`src/rtl/qam16_pkg.sv`:
```
// Shared constants and types for the 16-QAM coherent demodulator.
package qam16_pkg;

  localparam int unsigned CAR_W = 10;
  localparam int unsigned BR_W  = 13;

  localparam logic [1:0] LVL_M3 = 2'b00;
  localparam logic [1:0] LVL_M1 = 2'b01;
  localparam logic [1:0] LVL_P1 = 2'b11;
  localparam logic [1:0] LVL_P3 = 2'b10;

  typedef enum logic {
    WAIT_ALIGN = 1'b0,
    INTEGRATE  = 1'b1
  } state_t;

endpackage

```
`src/rtl/qam16_slicer.sv`:
```
// Four-level decision slicer; ties resolve toward the higher level.
module qam16_slicer
  import qam16_pkg::*;
#(
  parameter int unsigned ACC_W  = 28,
  parameter int unsigned THRESH = 4177936
) (
  input  logic signed [ACC_W-1:0] tot_i,
  output logic        [1:0]       code_o
);

  localparam logic signed [ACC_W-1:0] TH_P = ACC_W'(THRESH);
  localparam logic signed [ACC_W-1:0] TH_N = -ACC_W'(THRESH);

  always_comb begin
    code_o = LVL_M3;
    if (tot_i >= TH_P)        code_o = LVL_P3;
    else if (!tot_i[ACC_W-1]) code_o = LVL_P1;
    else if (tot_i >= TH_N)   code_o = LVL_M1;
  end

endmodule

```
`src/rtl/qam16_coherent_demod.sv`:
```
// Coherent mix, integrate-and-dump and slice of the loop-back 16-QAM composite signal.
module qam16_coherent_demod
  import qam16_pkg::*;
#(
  parameter int unsigned SAMPLES_PER_SYM = 16,
  parameter int unsigned ACC_W           = 28,
  parameter int unsigned THRESH          = 4177936
) (
  input  logic                    clk,
  input  logic                    rst,
  input  logic                    sample_en,
  input  logic                    sym_align,
  input  logic signed [BR_W-1:0]  I_mod,
  input  logic signed [BR_W-1:0]  Q_mod,
  input  logic signed [CAR_W-1:0] SinWave,
  input  logic signed [CAR_W-1:0] CosWave,
  output logic [1:0]              SigI_hat,
  output logic [1:0]              SigQ_hat,
  output logic                    sym_valid,
  output logic                    locked,
  output logic [15:0]             sym_count
);

  localparam int unsigned CNT_W = $clog2(SAMPLES_PER_SYM);

  state_t state_q, state_d;
  logic [CNT_W-1:0] cnt_q, cnt_d;

  logic s1_vld_q, s1_vld_d, s1_first_q, s1_first_d, s1_last_q, s1_last_d;
  logic signed [BR_W:0]    r_q, r_d;
  logic signed [CAR_W-1:0] sin_q, sin_d, cos_q, cos_d;

  logic s2_vld_q, s2_vld_d, s2_first_q, s2_first_d, s2_last_q, s2_last_d;
  logic signed [23:0] pI_q, pI_d, pQ_q, pQ_d;

  logic signed [ACC_W-1:0] accI_q, accI_d, accQ_q, accQ_d;
  logic signed [ACC_W-1:0] baseI, baseQ, totI, totQ;

  logic [1:0]  sigi_q, sigi_d, sigq_q, sigq_d, codeI, codeQ;
  logic        valid_q, valid_d, locked_q, locked_d;
  logic [15:0] count_q, count_d;
  logic        accept, realign;

  qam16_slicer #(.ACC_W(ACC_W), .THRESH(THRESH)) u_slice_i (.tot_i(totI), .code_o(codeI));
  qam16_slicer #(.ACC_W(ACC_W), .THRESH(THRESH)) u_slice_q (.tot_i(totQ), .code_o(codeQ));

  always_comb begin
    state_d    = state_q;
    cnt_d      = cnt_q;
    s1_vld_d   = 1'b0;
    s1_first_d = 1'b0;
    s1_last_d  = 1'b0;
    accI_d     = accI_q;
    accQ_d     = accQ_q;
    sigi_d     = sigi_q;
    sigq_d     = sigq_q;
    valid_d    = 1'b0;
    locked_d   = locked_q;
    count_d    = count_q;

    accept  = sample_en && (state_q == INTEGRATE || sym_align);
    realign = sample_en && sym_align && (state_q == INTEGRATE);

    if (sample_en && sym_align) state_d = INTEGRATE;

    if (accept) begin
      s1_vld_d = 1'b1;
      if (sym_align) begin
        s1_first_d = 1'b1;
        cnt_d      = CNT_W'(1);
      end else begin
        s1_first_d = (cnt_q == '0);
        s1_last_d  = (cnt_q == CNT_W'(SAMPLES_PER_SYM - 1));
        cnt_d      = cnt_q + 1'b1;
      end
    end

    r_d   = (BR_W + 1)'(I_mod) + (BR_W + 1)'(Q_mod);
    sin_d = SinWave;
    cos_d = CosWave;

    // Re-align drops the partial symbol still in stage 1; a completed symbol's
    // last sample is allowed to finish its dump.
    s2_vld_d   = s1_vld_q && (!realign || s1_last_q);
    s2_first_d = s1_first_q;
    s2_last_d  = s1_last_q;
    pI_d       = 24'(r_q) * 24'(sin_q);
    pQ_d       = 24'(r_q) * 24'(cos_q);

    baseI = s2_first_q ? '0 : accI_q;
    baseQ = s2_first_q ? '0 : accQ_q;
    totI  = baseI + ACC_W'(pI_q);
    totQ  = baseQ + ACC_W'(pQ_q);

    if (s2_vld_q) begin
      if (s2_last_q) begin
        accI_d   = '0;
        accQ_d   = '0;
        sigi_d   = codeI;
        sigq_d   = codeQ;
        valid_d  = 1'b1;
        locked_d = 1'b1;
        count_d  = count_q + 16'd1;
      end else begin
        accI_d = totI;
        accQ_d = totQ;
      end
    end

    if (realign) locked_d = 1'b0;
  end

  always_ff @(posedge clk or posedge rst) begin
    if (rst) begin
      state_q    <= WAIT_ALIGN;
      cnt_q      <= '0;
      s1_vld_q   <= 1'b0;
      s1_first_q <= 1'b0;
      s1_last_q  <= 1'b0;
      r_q        <= '0;
      sin_q      <= '0;
      cos_q      <= '0;
      s2_vld_q   <= 1'b0;
      s2_first_q <= 1'b0;
      s2_last_q  <= 1'b0;
      pI_q       <= '0;
      pQ_q       <= '0;
      accI_q     <= '0;
      accQ_q     <= '0;
      sigi_q     <= '0;
      sigq_q     <= '0;
      valid_q    <= 1'b0;
      locked_q   <= 1'b0;
      count_q    <= '0;
    end else begin
      state_q    <= state_d;
      cnt_q      <= cnt_d;
      s1_vld_q   <= s1_vld_d;
      s1_first_q <= s1_first_d;
      s1_last_q  <= s1_last_d;
      r_q        <= r_d;
      sin_q      <= sin_d;
      cos_q      <= cos_d;
      s2_vld_q   <= s2_vld_d;
      s2_first_q <= s2_first_d;
      s2_last_q  <= s2_last_d;
      pI_q       <= pI_d;
      pQ_q       <= pQ_d;
      accI_q     <= accI_d;
      accQ_q     <= accQ_d;
      sigi_q     <= sigi_d;
      sigq_q     <= sigq_d;
      valid_q    <= valid_d;
      locked_q   <= locked_d;
      count_q    <= count_d;
    end
  end

  assign SigI_hat  = sigi_q;
  assign SigQ_hat  = sigq_q;
  assign sym_valid = valid_q;
  assign locked    = locked_q;
  assign sym_count = count_q;

endmodule

```
`config.mk`:
```
export PLATFORM = sky130hd
export DESIGN_NAME = qam16_coherent_demod
export DESIGN_NICKNAME = d
export VERILOG_FILES = /design/src/rtl/qam16_pkg.sv /design/src/rtl/qam16_slicer.sv /design/src/rtl/qam16_coherent_demod.sv
export SDC_FILE = /design/constraint.sdc
export NUM_CORES = 1
export LEC_CHECK = 0
export ABC_AREA = 1
export BUFFER_PORTS_ARGS = -buffer_cell sky130_fd_sc_hd__buf_2
export CAP_MARGIN = 20
export CORE_UTILIZATION = 40
export DETAILED_ROUTE_END_ITERATION = 10
export GPL_TIMING_DRIVEN = 0
export PLACE_DENSITY_LB_ADDON = 0.08
export SKIP_LAST_GASP = 1
export SYNTH_ARGS = -nofsm -noshare
export SYNTH_HDL_FRONTEND = slang
export SYNTH_SLANG_ARGS = --single-unit
```
`constraint.sdc`:
```
create_clock -name clk -period 4.6 [get_ports clk]
set_input_delay 0.23 -clock clk [delete_from_list [all_inputs] [get_ports clk]]
set_output_delay 0.23 -clock clk [all_outputs]
set_load 0.005 [all_outputs]
```
==> impl_metrics.yaml <==
sta:
  skew_ns: 0.0164
  fmax_mhz: 201
  report.final.slew_viol_count: 0
  hold_viol: 0
  period_share_pct: 108
  worst_pin_slew_ns: 0.820
  holdWs_ns: 0.0457
  fin_ws_ns: -0.373
  slew_headroom_pct: 45.2
  post-route-min-period_ns: 4.97
  setup_violations: 21
  grt_setup_unrepaired: "true"
synth:
  ys_ff_latch: 171
  ys_types: 48
  synth.largest_area_cell: "fa_1"
  syn-num-nets: 3213
  synth_top_area_share_pct: 23.8
  synth.yosys.seq_area_share_pct: 20.4
  synth_area_mm2: 0.0210
  ys_warn_count: 0
  synth.top_cells.by_area: "fa_1 24%, dfrtp_1 20%, nand2_1 12%"
  dominantRegCellSynth: "dfrtp_1"
  syn_inst: 2730
  synth_edf_count: 0
  synth_area_per_cell_um2: 7.68
  synthArstFlopShare_pct: 100
critical_path:
  crit_family: "adder cells"
  crit_start: "r_q[13]"
  max_stage_delay_ns: 0.54
  crit_chain: "clkbuf_16 -> nand2_8 -> inv_1 -> fa_1 -> buf_6 -> fa_1 -> inv_1 -> fa_1 -> fa_1 -> inv_1 -> fa_1 -> ha_4 -> nand2_4 -> nor4_4 -> nand4_1 -> nand3_2 -> nand2_1 -> nand2_1 -> a21oi_1 -> xor2_1"
  worstReg2RegStart: "r_q[13]"
  crit_buf_inv: 5
  crit_path_start_kind: "flip-flop"
  crit_arrival_ns: 5.34
  timing.rr.end: "pQ_q[22]"
  critPathKind: "flip-flop to flip-flop"
  required_ns: 4.97
  cp_max_fo: 7
  worstSetupEndpointType: "flip-flop"
  reg2reg_depth: 20
  r2r_setup_slack_ns: -0.37
  critPathSlowestCell: "fa_1"
  crit_top_cell: "fa_1"
global_route:
  use_met1_pct: 31.0
  grt_max_degree: 39
  antenna_found_initial: 0
  track_usage_pct: 22.7
  top_usage_layer: "met2"
  grt_pass1_wl_um: 94900
  gr-total-overflow: 0
  gr-usage-met3_pct: 2.99
  gr-usage-met2_pct: 37.7
  first_global_vias: 18300
cts:
  cts_sinks: 171
  clk_pin_slew_ns: 0.08
  cts_buffers: 17
  clk-insertion-delay-late_ns: 0.49
  cts_buffer_depth: 2
  cts_tree: "yes"
  cts_root_buffer: "clkbuf_16"
  cts_max_level: 4
cells_and_area:
  regArea_mm2: 0.00430
  multi_input_area_mm2: 0.0151
  num-fill-cells: 4995
  areaGrowthSynthToFinish_pct: 24.2
  nets: 3477
  fin_cells: 3687
  final_area_mm2: 0.0260
  final_util_pct: 50.6
  layout-drive-gt1-share_pct: 20.2
  num_antenna_cells: 0
floorplanning:
  chipHeight_um: 231
  start_util_pct: 40.7
  fp-row-count: 83
  dieArea_mm2: 0.0533
  num_io_pins: 72
  core_mm2: 0.0515
  fp.dieW_um: 231
drt:
  drtIter0Drc: 734
  ant_nets: 0
  route.detailed.drc: 0
  vias: 17600
  first_pass_iters: 5
  detail_route.wl_per_cell_um: 15.7
  routed_wl_um: 58000
  vias_per_cell: 4.78
outcome:
  status: "finished with violations"
  violations: "setup timing"
hold_path:
  hold_path_depth: 3
  whs_endpoint: "state_q"
  hp-class: "input pin to flip-flop"
  hold_path.startpoint: "sample_en"
placement:
  post-place-cells: 3485
  hpwlAfterDp_um: 46000
  placed_area_mm2: 0.0225
  port_buffers: 71
  place_congestion: 0.910
run:
  max_cap_viol_count: 0
==> cells in the final DEF (no fill, tap or decap), types with 14 or more instances in the layout <==
cell type,Yosys,layout
nand2_2,19,45
a21oi_1,111,83
buf_2,0,71
buf_8,0,14
nand3_1,92,87
ha_4,0,31
o22ai_1,42,42
buf_6,0,21
nor2_1,191,180
buf_4,0,115
inv_1,647,601
o21ai_1,15,17
inv_2,15,59
dlygate4sd3_1,0,24
nand2_4,2,24
fa_2,0,18
clkbuf_16,0,22
xor2_1,58,55
fa_1,249,231
dfrtp_2,0,20
nand2_1,655,605
a21oi_2,4,26
o21ai_0,60,50
clkbuf_1,64,18
clkbuf_8,0,25
nand4_1,25,25
ha_1,184,151
dfrtp_1,171,151
xnor2_1,31,31
==> repair_timing <==
item	CTS	global route
setup endpoints to repair	30	28
hold buffers	24	0
gates resized for setup	246	132
buffers inserted	111	31
hold endpoints to repair	53	0
pin swaps	118	124
cloned	3	2
==> final cells by class <==
cell class              count  area share, %
plain buffers              64           2.68
clock buffers              18           1.69
clock inverters            14          0.750
inverters                 662           9.57
multi-input cells        1832           57.8
flip-flops and latches    171           16.5
well taps                 680           3.27
repair buffers            246           7.73
==> per-stage QoR <==
stage / setup TNS [ns] / setup WS (ns)
floorplan: -0.209 / -0.191
global placement: -14.33 / -1.14
detailed placement: -14.42 / -1.10
CTS: -3.58 / -0.342
global route: -8.28 / -0.539
finish: -4.27 / -0.373
==> how the worst max path moves through the flow <==
stage	slack (ns)	to	depth (start not counted)
2_1_floorplan	-0.19	pQ_q[22]	21
3_3_place_gp	-1.14	pQ_q[22]	17
3_5_place_dp	-1.10	pQ_q[22]	19
4_1_cts	-0.34	pQ_q[22]	21
5_1_grt	-0.54	pQ_q[22]	20
6_report	-0.37	pQ_q[22]	20
==> flip-flops by register name, indices dropped and copies added (netlist names) <==
name	flops
s2_first_q	1
accQ_q	28
sym_valid	1
s2_last_q	1
SigI_hat	2
r_q	14
cos_q	10
pI_q	24
cnt_q	4
s1_first_q	1
sin_q	10
accI_q	28
s2_vld_q	1
s1_last_q	1
locked	1
pQ_q	24
state_q	1
sym_count	16
SigQ_hat	2
s1_vld_q	1
==> cells in the mapped netlist, types with 2 or more instances <==
master	count
a211oi_1	2
a21oi_1	111
a21oi_2	4
a31oi_1	2
and2_1	4
clkbuf_1	64
dfrtp_1	171
fa_1	249
ha_1	184
inv_1	647
inv_2	15
nand2_1	655
nand2_2	19
nand2_4	2
nand3_1	92
nand3_2	6
nand3b_1	11
nand4_1	25
nor2_1	191
nor2_2	7
nor2_4	3
nor3_1	13
nor3_2	8
nor4_1	6
o2111ai_1	2
o211ai_1	3
o21a_1	3
o21ai_0	60
o21ai_1	15
o21bai_1	5
o22ai_1	42
or2_1	2
or2_2	4
xnor2_1	31
xor2_1	58
xor2_2	2
==> metal layers <==
| metal | routed length [um] | up-vias |
|---|---|---|
| met2 | 27200 | 365 |
| met4 | 1440 | 0 |
| met5 | 0 | - |
| li1 | - | 8772 |
| met3 | 2120 | 76 |
| met1 | 27200 | 8413 |
==> cells by family (layout without fill, tap and decap cells) <==
| family | Yosys count | after routing | synth area share [%] |
|---|---|---|---|
| AO/OA/AOI/OAI | 256 | 256 | 6.75 |
| XOR/XNOR | 91 | 91 | 3.87 |
| adder cells (fa/ha/maj) | 433 | 433 | 34.8 |
| buffers and inverters | 727 | 1004 | 13.0 |
| flip-flops | 171 | 171 | 20.4 |
| AND/OR/NAND/NOR | 1052 | 1052 | 21.2 |
==> worst reg2reg max path: stages, from the launching register on <==
cell and delay [ns]:
dfrtp_2 0.44, clkbuf_16 0.19, nand2_8 0.08, inv_1 0.05, fa_1 0.49, buf_6 0.15
fa_1 0.50, inv_1 0.06, fa_1 0.48, fa_1 0.54, inv_1 0.05, fa_1 0.49
ha_4 0.35, nand2_4 0.08, nor4_4 0.21, nand4_1 0.22, nand3_2 0.15, nand2_1 0.07
nand2_1 0.05, a21oi_1 0.07, xor2_1 0.14
Power is not shown: default switching activity piles up to over one toggle a cycle in this logic, so the estimate is an artifact.
